--- src/rtl/mcu_nbit_core_if.sv ---
`default_nettype none
// ============================================================================
// Module      : mcu_nbit_core_if
// Description : Bus between the accumulator core and its surroundings:
//               run/hold control, the instruction-fetch path, and the
//               architectural status outputs.
// Revision    : 1.0 - initial release
// ============================================================================
interface mcu_nbit_core_if #(
  parameter int DATA_W = 8,
  parameter int PC_W   = 8,
  parameter int OPR_W  = 4
);
  logic              Run;
  logic [OPR_W+3:0]  Instr;
  logic [PC_W-1:0]   PC;
  logic [DATA_W-1:0] Acc;
  logic              Halted;
  logic              Fault;

  // Environment side: instruction memory and run control.
  modport master (
    output Run, Instr,
    input  PC, Acc, Halted, Fault
  );

  // Core side.
  modport slave (
    input  Run, Instr,
    output PC, Acc, Halted, Fault
  );
endinterface
`default_nettype wire

--- src/rtl/mcu_nbit_core.sv ---
`default_nettype none
// ============================================================================
// Module      : mcu_nbit_core
// Description : Parametrised accumulator micro-controller core. Two-cycle
//               FETCH/EXEC sequencing, register file, Z/C flags, hardware
//               return stack for CALL/RET, absorbing HALT and FAULT states.
//               Instruction memory is external and read combinationally at PC.
// Revision    : 1.0 - initial release
// ============================================================================
module mcu_nbit_core #(
  parameter int DATA_W      = 8,
  parameter int PC_W        = 8,
  parameter int OPR_W       = 4,
  parameter int NUM_REGS    = 4,
  parameter int STACK_DEPTH = 4,
  parameter int RESET_PC    = 0
) (
  input logic            Clk,
  input logic            Reset,
  mcu_nbit_core_if.slave bus
);

  localparam int c_ir_w   = OPR_W + 4;
  localparam int c_reg_aw = (NUM_REGS > 1) ? $clog2(NUM_REGS) : 1;
  localparam int c_sp_w   = $clog2(STACK_DEPTH + 1);
  localparam int c_sa_w   = (STACK_DEPTH > 1) ? $clog2(STACK_DEPTH) : 1;

  localparam logic [PC_W-1:0]   c_pc_rst  = PC_W'(RESET_PC);
  localparam logic [PC_W-1:0]   c_pc_one  = PC_W'(1);
  localparam logic [c_sp_w-1:0] c_sp_one  = c_sp_w'(1);
  localparam logic [c_sp_w-1:0] c_sp_full = c_sp_w'(STACK_DEPTH);

  localparam logic [3:0] c_op_ldi  = 4'h1;
  localparam logic [3:0] c_op_ldr  = 4'h2;
  localparam logic [3:0] c_op_str  = 4'h3;
  localparam logic [3:0] c_op_add  = 4'h4;
  localparam logic [3:0] c_op_sub  = 4'h5;
  localparam logic [3:0] c_op_and  = 4'h6;
  localparam logic [3:0] c_op_or   = 4'h7;
  localparam logic [3:0] c_op_xor  = 4'h8;
  localparam logic [3:0] c_op_jmp  = 4'h9;
  localparam logic [3:0] c_op_jz   = 4'hA;
  localparam logic [3:0] c_op_jc   = 4'hB;
  localparam logic [3:0] c_op_call = 4'hC;
  localparam logic [3:0] c_op_ret  = 4'hD;
  localparam logic [3:0] c_op_hlt  = 4'hE;

  typedef enum logic [1:0] {
    S_FETCH = 2'd0,
    S_EXEC  = 2'd1,
    S_HALT  = 2'd2,
    S_FAULT = 2'd3
  } state_t;

  state_t              r_state, w_state_nxt;
  logic [PC_W-1:0]     r_pc, w_pc_nxt;
  logic [c_ir_w-1:0]   r_ir, w_ir_nxt;
  logic [DATA_W-1:0]   r_acc, w_acc_nxt;
  logic                r_z, w_z_nxt;
  logic                r_c, w_c_nxt;
  logic [c_sp_w-1:0]   r_sp, w_sp_nxt;
  logic [DATA_W-1:0]   r_regs [NUM_REGS];
  logic [PC_W-1:0]     r_stack [STACK_DEPTH];

  logic                w_push;
  logic                w_reg_we;
  logic                w_alu;
  logic [3:0]          w_op;
  logic [DATA_W-1:0]   w_imm_d;
  logic [PC_W-1:0]     w_imm_p;
  logic [c_reg_aw-1:0] w_ridx;
  logic [DATA_W-1:0]   w_rval;
  logic [DATA_W:0]     w_sum;
  logic [DATA_W:0]     w_diff;
  logic [c_sa_w-1:0]   w_push_idx;
  logic [c_sa_w-1:0]   w_pop_idx;
  logic [PC_W-1:0]     w_ret_pc;

  // With a single register there is no index field to decode.
  generate
    if (NUM_REGS > 1) begin : g_ridx_many
      assign w_ridx = r_ir[c_reg_aw-1:0];
    end else begin : g_ridx_one
      assign w_ridx = '0;
    end
  endgenerate

  assign w_op    = r_ir[c_ir_w-1:OPR_W];
  assign w_imm_d = DATA_W'(r_ir[OPR_W-1:0]);
  assign w_imm_p = PC_W'(r_ir[OPR_W-1:0]);
  assign w_rval  = r_regs[w_ridx];

  // One extra bit on the ALU results captures carry-out and borrow.
  assign w_sum  = {1'b0, r_acc} + {1'b0, w_rval};
  assign w_diff = {1'b0, r_acc} - {1'b0, w_rval};

  // Push writes the slot at SP; pop reads the slot just below it.
  assign w_push_idx = r_sp[c_sa_w-1:0];
  assign w_pop_idx  = c_sa_w'(r_sp - c_sp_one);
  assign w_ret_pc   = r_stack[w_pop_idx];

  // Next-state and datapath decode: FETCH latches IR, EXEC retires it.
  always_comb begin
    w_state_nxt = r_state;
    w_pc_nxt    = r_pc;
    w_ir_nxt    = r_ir;
    w_acc_nxt   = r_acc;
    w_z_nxt     = r_z;
    w_c_nxt     = r_c;
    w_sp_nxt    = r_sp;
    w_push      = 1'b0;
    w_reg_we    = 1'b0;
    w_alu       = 1'b0;
    case (r_state)
      S_FETCH: begin
        w_ir_nxt    = bus.Instr;
        w_pc_nxt    = r_pc + c_pc_one;
        w_state_nxt = S_EXEC;
      end
      S_EXEC: begin
        w_state_nxt = S_FETCH;
        case (w_op)
          c_op_ldi: w_acc_nxt = w_imm_d;
          c_op_ldr: w_acc_nxt = w_rval;
          c_op_str: w_reg_we  = 1'b1;
          c_op_add: begin
            {w_c_nxt, w_acc_nxt} = w_sum;
            w_alu                = 1'b1;
          end
          c_op_sub: begin
            {w_c_nxt, w_acc_nxt} = w_diff;
            w_alu                = 1'b1;
          end
          c_op_and: begin
            w_acc_nxt = r_acc & w_rval;
            w_c_nxt   = 1'b0;
            w_alu     = 1'b1;
          end
          c_op_or: begin
            w_acc_nxt = r_acc | w_rval;
            w_c_nxt   = 1'b0;
            w_alu     = 1'b1;
          end
          c_op_xor: begin
            w_acc_nxt = r_acc ^ w_rval;
            w_c_nxt   = 1'b0;
            w_alu     = 1'b1;
          end
          c_op_jmp: w_pc_nxt = w_imm_p;
          c_op_jz:  if (r_z) w_pc_nxt = w_imm_p;
          c_op_jc:  if (r_c) w_pc_nxt = w_imm_p;
          c_op_call: begin
            // A full stack faults without pushing; PC keeps the fetch increment.
            if (r_sp == c_sp_full) begin
              w_state_nxt = S_FAULT;
            end else begin
              w_push   = 1'b1;
              w_sp_nxt = r_sp + c_sp_one;
              w_pc_nxt = w_imm_p;
            end
          end
          c_op_ret: begin
            if (r_sp == '0) begin
              w_state_nxt = S_FAULT;
            end else begin
              w_sp_nxt = r_sp - c_sp_one;
              w_pc_nxt = w_ret_pc;
            end
          end
          c_op_hlt: w_state_nxt = S_HALT;
          default: ;
        endcase
        if (w_alu) w_z_nxt = (w_acc_nxt == '0);
      end
      S_HALT:  w_state_nxt = S_HALT;
      S_FAULT: w_state_nxt = S_FAULT;
      default: w_state_nxt = S_FETCH;
    endcase
  end

  // Architectural state register: reset has priority, Run=0 freezes everything.
  always_ff @(posedge Clk) begin
    if (!Reset) begin
      r_state <= S_FETCH;
      r_pc    <= c_pc_rst;
      r_ir    <= '0;
      r_acc   <= '0;
      r_z     <= 1'b0;
      r_c     <= 1'b0;
      r_sp    <= '0;
    end else if (bus.Run) begin
      r_state <= w_state_nxt;
      r_pc    <= w_pc_nxt;
      r_ir    <= w_ir_nxt;
      r_acc   <= w_acc_nxt;
      r_z     <= w_z_nxt;
      r_c     <= w_c_nxt;
      r_sp    <= w_sp_nxt;
    end
  end

  // Register file: cleared on reset, written by STR.
  always_ff @(posedge Clk) begin
    if (!Reset) begin
      for (int i = 0; i < NUM_REGS; i++) r_regs[i] <= '0;
    end else if (bus.Run && w_reg_we) begin
      r_regs[w_ridx] <= r_acc;
    end
  end

  // Return stack storage: contents need no reset, SP alone defines validity.
  always_ff @(posedge Clk) begin
    if (Reset && bus.Run && w_push) r_stack[w_push_idx] <= r_pc;
  end

  assign bus.PC     = r_pc;
  assign bus.Acc    = r_acc;
  assign bus.Halted = (r_state == S_HALT);
  assign bus.Fault  = (r_state == S_FAULT);

endmodule
`default_nettype wire

--- src/flat_wrapper.sv ---
// flat-port wrapper written by rule: the top's interface ports become plain ports
module mcu_nbit_core_flat 
#(
  parameter int DATA_W      = 8,
  parameter int PC_W        = 8,
  parameter int OPR_W       = 4,
  parameter int NUM_REGS    = 4,
  parameter int STACK_DEPTH = 4,
  parameter int RESET_PC    = 0
)
  (Clk, Reset, bus_Run, bus_Instr, bus_PC, bus_Acc, bus_Halted, bus_Fault);
  mcu_nbit_core_if #(.DATA_W(DATA_W), .PC_W(PC_W), .OPR_W(OPR_W)) bus_i ();
  input logic Clk;
  input logic Reset;
  input wire logic [$bits(bus_i.Run)-1:0] bus_Run;
  input wire logic [$bits(bus_i.Instr)-1:0] bus_Instr;
  output wire logic [$bits(bus_i.PC)-1:0] bus_PC;
  output wire logic [$bits(bus_i.Acc)-1:0] bus_Acc;
  output wire logic [$bits(bus_i.Halted)-1:0] bus_Halted;
  output wire logic [$bits(bus_i.Fault)-1:0] bus_Fault;
  assign bus_i.Run = bus_Run;
  assign bus_i.Instr = bus_Instr;
  assign bus_PC = bus_i.PC;
  assign bus_Acc = bus_i.Acc;
  assign bus_Halted = bus_i.Halted;
  assign bus_Fault = bus_i.Fault;
  mcu_nbit_core #(.DATA_W(DATA_W), .PC_W(PC_W), .OPR_W(OPR_W), .NUM_REGS(NUM_REGS), .STACK_DEPTH(STACK_DEPTH), .RESET_PC(RESET_PC)) u_core (.Clk(Clk), .Reset(Reset), .bus(bus_i));
endmodule
--- config.mk ---
export PLATFORM = sky130hd
export DESIGN_NAME = mcu_nbit_core_flat
export DESIGN_NICKNAME = d
export VERILOG_FILES = /design/src/rtl/mcu_nbit_core_if.sv /design/src/rtl/mcu_nbit_core.sv /design/src/flat_wrapper.sv
export SDC_FILE = /design/constraint.sdc
export NUM_CORES = 1
export LEC_CHECK = 0
export ABC_AREA = 1
export CORE_MARGIN = 2
export CORE_UTILIZATION = 51
export DETAILED_ROUTE_END_ITERATION = 16
export GPL_TIMING_DRIVEN = 0
export HOLD_SLACK_MARGIN = 0.12
export PLACE_DENSITY = 0.72
export SKIP_CTS_REPAIR_TIMING = 1
export SLEW_MARGIN = 20
export SYNTH_ARGS = -nofsm -noshare
export SYNTH_HDL_FRONTEND = slang
export SYNTH_SLANG_ARGS = --single-unit
--- constraint.sdc ---
create_clock -name Clk -period 3 [get_ports Clk]
set_input_delay 0.3 -clock Clk [delete_from_list [all_inputs] [get_ports Clk]]
set_output_delay 0.3 -clock Clk [all_outputs]
set_load 0.01 [all_outputs]
==> results.sh <==
export IMPL_tritoncts="yes"
export IMPL_placed_cells=871
export IMPL_synthesis_area_mm2=0.005602
export IMPL_total_power_mw=2.981
export IMPL_grt_max_degree=17
export IMPL_maxSlewHeadroom_pct=47.34
export IMPL_tightest_slew_ns=0.7846
export IMPL_core_mm2=0.01079
export IMPL_numCtsBuffers=9
export IMPL_drc_errors=0
export IMPL_slew_viol_final=0
export IMPL_synth_yosys_seq_area_share_pct=46.10
export IMPL_max_freq_mhz=348.0
export IMPL_worstSetupStartpointType="register"
export IMPL_power_density_mw_per_mm2=473.1
export IMPL_antenna_found_initial=0
export IMPL_htreeDepth=3
export IMPL_chipWidth_um=108.8
export IMPL_rsz0062_at_grt="yes"
export IMPL_hp_class="reg -> reg"
export IMPL_synth_distinct_cells=40
export IMPL_clk_pin_slew_ns=0.10
export IMPL_min_period_over_period_pct=95.79
export IMPL_antenna_cells=0
export IMPL_reg2reg_depth=18
export IMPL_hold_ws_ns=0.4910
export IMPL_clk_latency_ns=0.38
export IMPL_vias_per_cell=5.568
export IMPL_clock_path_buffers=2
export IMPL_synth_nets=748
export IMPL_overflow=0
export IMPL_grt_pass1_vias=4946
export IMPL_min_to="u_core.r_ir[3]"
export IMPL_crit_fanout=9
export IMPL_worstPathRequired_ns=3.31
export IMPL_fin_cells=888
export IMPL_cp_end_kind="register"
export IMPL_holdCritStartpoint="u_core.r_ir[3]"
export IMPL_drt_iter0_drc=302
export IMPL_numPortBuffers=28
export IMPL_vias=4944
export IMPL_cap_violations=0
export IMPL_synthCells=703
export IMPL_gp_congestion=0.9566
export IMPL_nFillCells=991
export IMPL_wl_per_cell_um=16.36
export IMPL_power_leakage_nw=2.585
export IMPL_max_vdd_ir_drop_mv=0.2977
export IMPL_grt_first_pass_wirelength_mm=23.89
export IMPL_io_pins=29
export IMPL_post_route_min_period_ns=2.874
export IMPL_yosysWarnings=0
export IMPL_finalSetupViolations=0
export IMPL_r2r_end="u_core.r_z"
export IMPL_syn_to_final_growth_pct=12.49
export IMPL_cp_arrival_ns=3.19
export IMPL_rrSetupSlack_ns=0.13
export IMPL_status="complete, no violations"
export IMPL_fin_skew_ns=0.01294
export IMPL_clock_root_buffer="clkbuf_8"
export IMPL_die_area_mm2=0.01184
export IMPL_design_final_nets=788
export IMPL_die_h_um=108.8
export IMPL_ant_nets=0
export IMPL_whs_path_depth=2
export IMPL_wl_mm=14.52
export IMPL_drive_gt1_share_pct=8.824
export IMPL_hpwl_mm=10.91
export IMPL_initial_utilization_pct=51.90
export IMPL_final_core_util_pct=58.38
export IMPL_avgSynthCellArea_um2=7.968
export IMPL_grt_usage_pct=26.58
export IMPL_critPathKind="reg -> reg"
export IMPL_cts_sinks=97
export IMPL_rows=38
export IMPL_finalHoldViolations=0
export IMPL_synth_seq_cells=97
export IMPL_dr_pass1_iters=5
-- through the flow --
step,setup WS [ns],area (µm²),setup TNS (ns)
after floorplan,0.4796,5602,0
after global placement,-0.09023,6057,-0.2211
after detailed placement,-0.1068,6057,-2.119
after CTS,-0.1470,6226,-2.877
after global routing,-0.1277,6301,-2.896
final,0.1263,6301,0
-- cell type report --
| cell class | instances | area, µm² | area share [%] |
|---|---|---|---|
| Tap cell | 140 | 175.2 | 2.780 |
| Multi-Input combinational cell | 505 | 2658 | 42.18 |
| Buffer | 19 | 106.4 | 1.688 |
| Clock inverter | 7 | 45.04 | 0.7149 |
| Sequential cell | 97 | 2584 | 41.00 |
| Inverter | 81 | 314.1 | 4.984 |
| Clock buffer | 9 | 123.9 | 1.966 |
| Timing Repair Buffer | 30 | 295.3 | 4.686 |
-- critical path: stages (launching register included) --
cell and delay [ns]:
dfxtp_1 0.32, buf_4 0.17, clkinvlp_4 0.14, buf_4 0.13, nand3_1 0.09, nand2_2 0.10, inv_1 0.08, ha_2 0.21
fa_2 0.40, or2_2 0.29, nand3_1 0.08, nand3_1 0.09, nor2_1 0.11, nand2_1 0.06, nand2_1 0.07, nand3_1 0.11
nor2_1 0.13, nand3_1 0.10, a21oi_2 0.12
-- synth_stat cells (all sizes together) --
master   count  area [µm²]
buf         10       62.56
nor2       110       447.9
a211o        1       8.760
o211ai       6       45.04
o2111ai      1       15.01
and2         1       6.260
nand4        5       31.28
ha          32       400.4
o31ai        1       7.510
dfxtp       33       660.6
o22ai       11       68.82
nand2      151       576.8
or2          3       18.77
a22oi        2       15.01
nor4         1       6.260
edfxtp      64        1922
a21oi       38       193.9
nand3       64       332.8
fa           2       40.04
a31oi        3       18.77
inv         80       302.8
xor2         1       8.760
nor3        13       65.06
clkbuf      10       37.54
and3         1       6.260
clkinv       1       3.750
a211oi       1       7.510
nand3b       1       7.510
o21ai       56       284.0
-- how the worst max path moves through the flow --
| stage | start | end | slack [ns] | cells past startpoint |
|---|---|---|---|---|
| 2_1_floorplan | register | u_core.r_z | 0.48 | 19 |
| 3_3_place_gp | register | u_core.r_z | -0.09 | 20 |
| 3_5_place_dp | register | u_core.r_z | -0.11 | 20 |
| 5_1_grt | u_core.r_sp[0] | u_core.r_stack[0][0] | -0.13 | 8 |
| 4_1_cts | register | u_core.r_z | -0.15 | 20 |
| 6_report | register | u_core.r_z | 0.13 | 18 |
-- flip-flops by register name, summed over array words and instances (netlist names), named ones only --
register        cells
u_core.r_regs      32
u_core.r_stack     32
u_core.bus.Acc      8
u_core.bus.PC       8
u_core.r_ir         8
u_core.r_sp         3
u_core.r_state      2
u_core.r_c          1
u_core.r_z          1
-- layer usage --
layer | share of wire [%] | global-route usage [%]
met1 | 41 | 31.90
met2 | 52 | 46.70
met3 | 4.5 | 4.124
met4 | 3.1 | 12.55
met5 | 0 | 0
-- power by group --
group	internal, mW	switching (mW)	total (mW)	leakage [nW]
clock network	0.302	0.478	0.780	0.0880
registers	1.47	0.0471	1.51	0.906
logic	0.236	0.451	0.687	1.59
total	2.00	0.976	2.98	2.58
-- layout by cell type, fill, tap and decap left out, drive strengths merged, types with 2 or more instances in the layout --
cell / instances
clkbuf: 18
nand4: 5
clkdlybuf4s50: 28
a31oi: 3
o22ai: 11
o211ai: 6
inv: 81
nand3: 64
buf: 12
ha: 32
or2: 3
a22oi: 2
nand2: 151
nor2: 110
clkinvlp: 2
o21ai: 56
dfxtp: 33
nor3: 13
a21oi: 38
fa: 2
edfxtp: 64
clkinv: 5
-- kinds of logic (layout without fill, tap and decap cells) --
| logic type | count (synthesis) | after routing | share of synthesized area (%) |
|---|---|---|---|
| AOI/OAI and AO/OA | 120 | 120 | 11.86 |
| xor gates and xnor gates | 1 | 1 | 0.1564 |
| adders and majority gates | 34 | 34 | 7.862 |
| buffers and inverters | 101 | 146 | 7.260 |
| DFF | 97 | 97 | 46.10 |
| and+or+nand+nor | 350 | 350 | 26.76 |
Note: power is estimated with default switching activity, not from simulation.
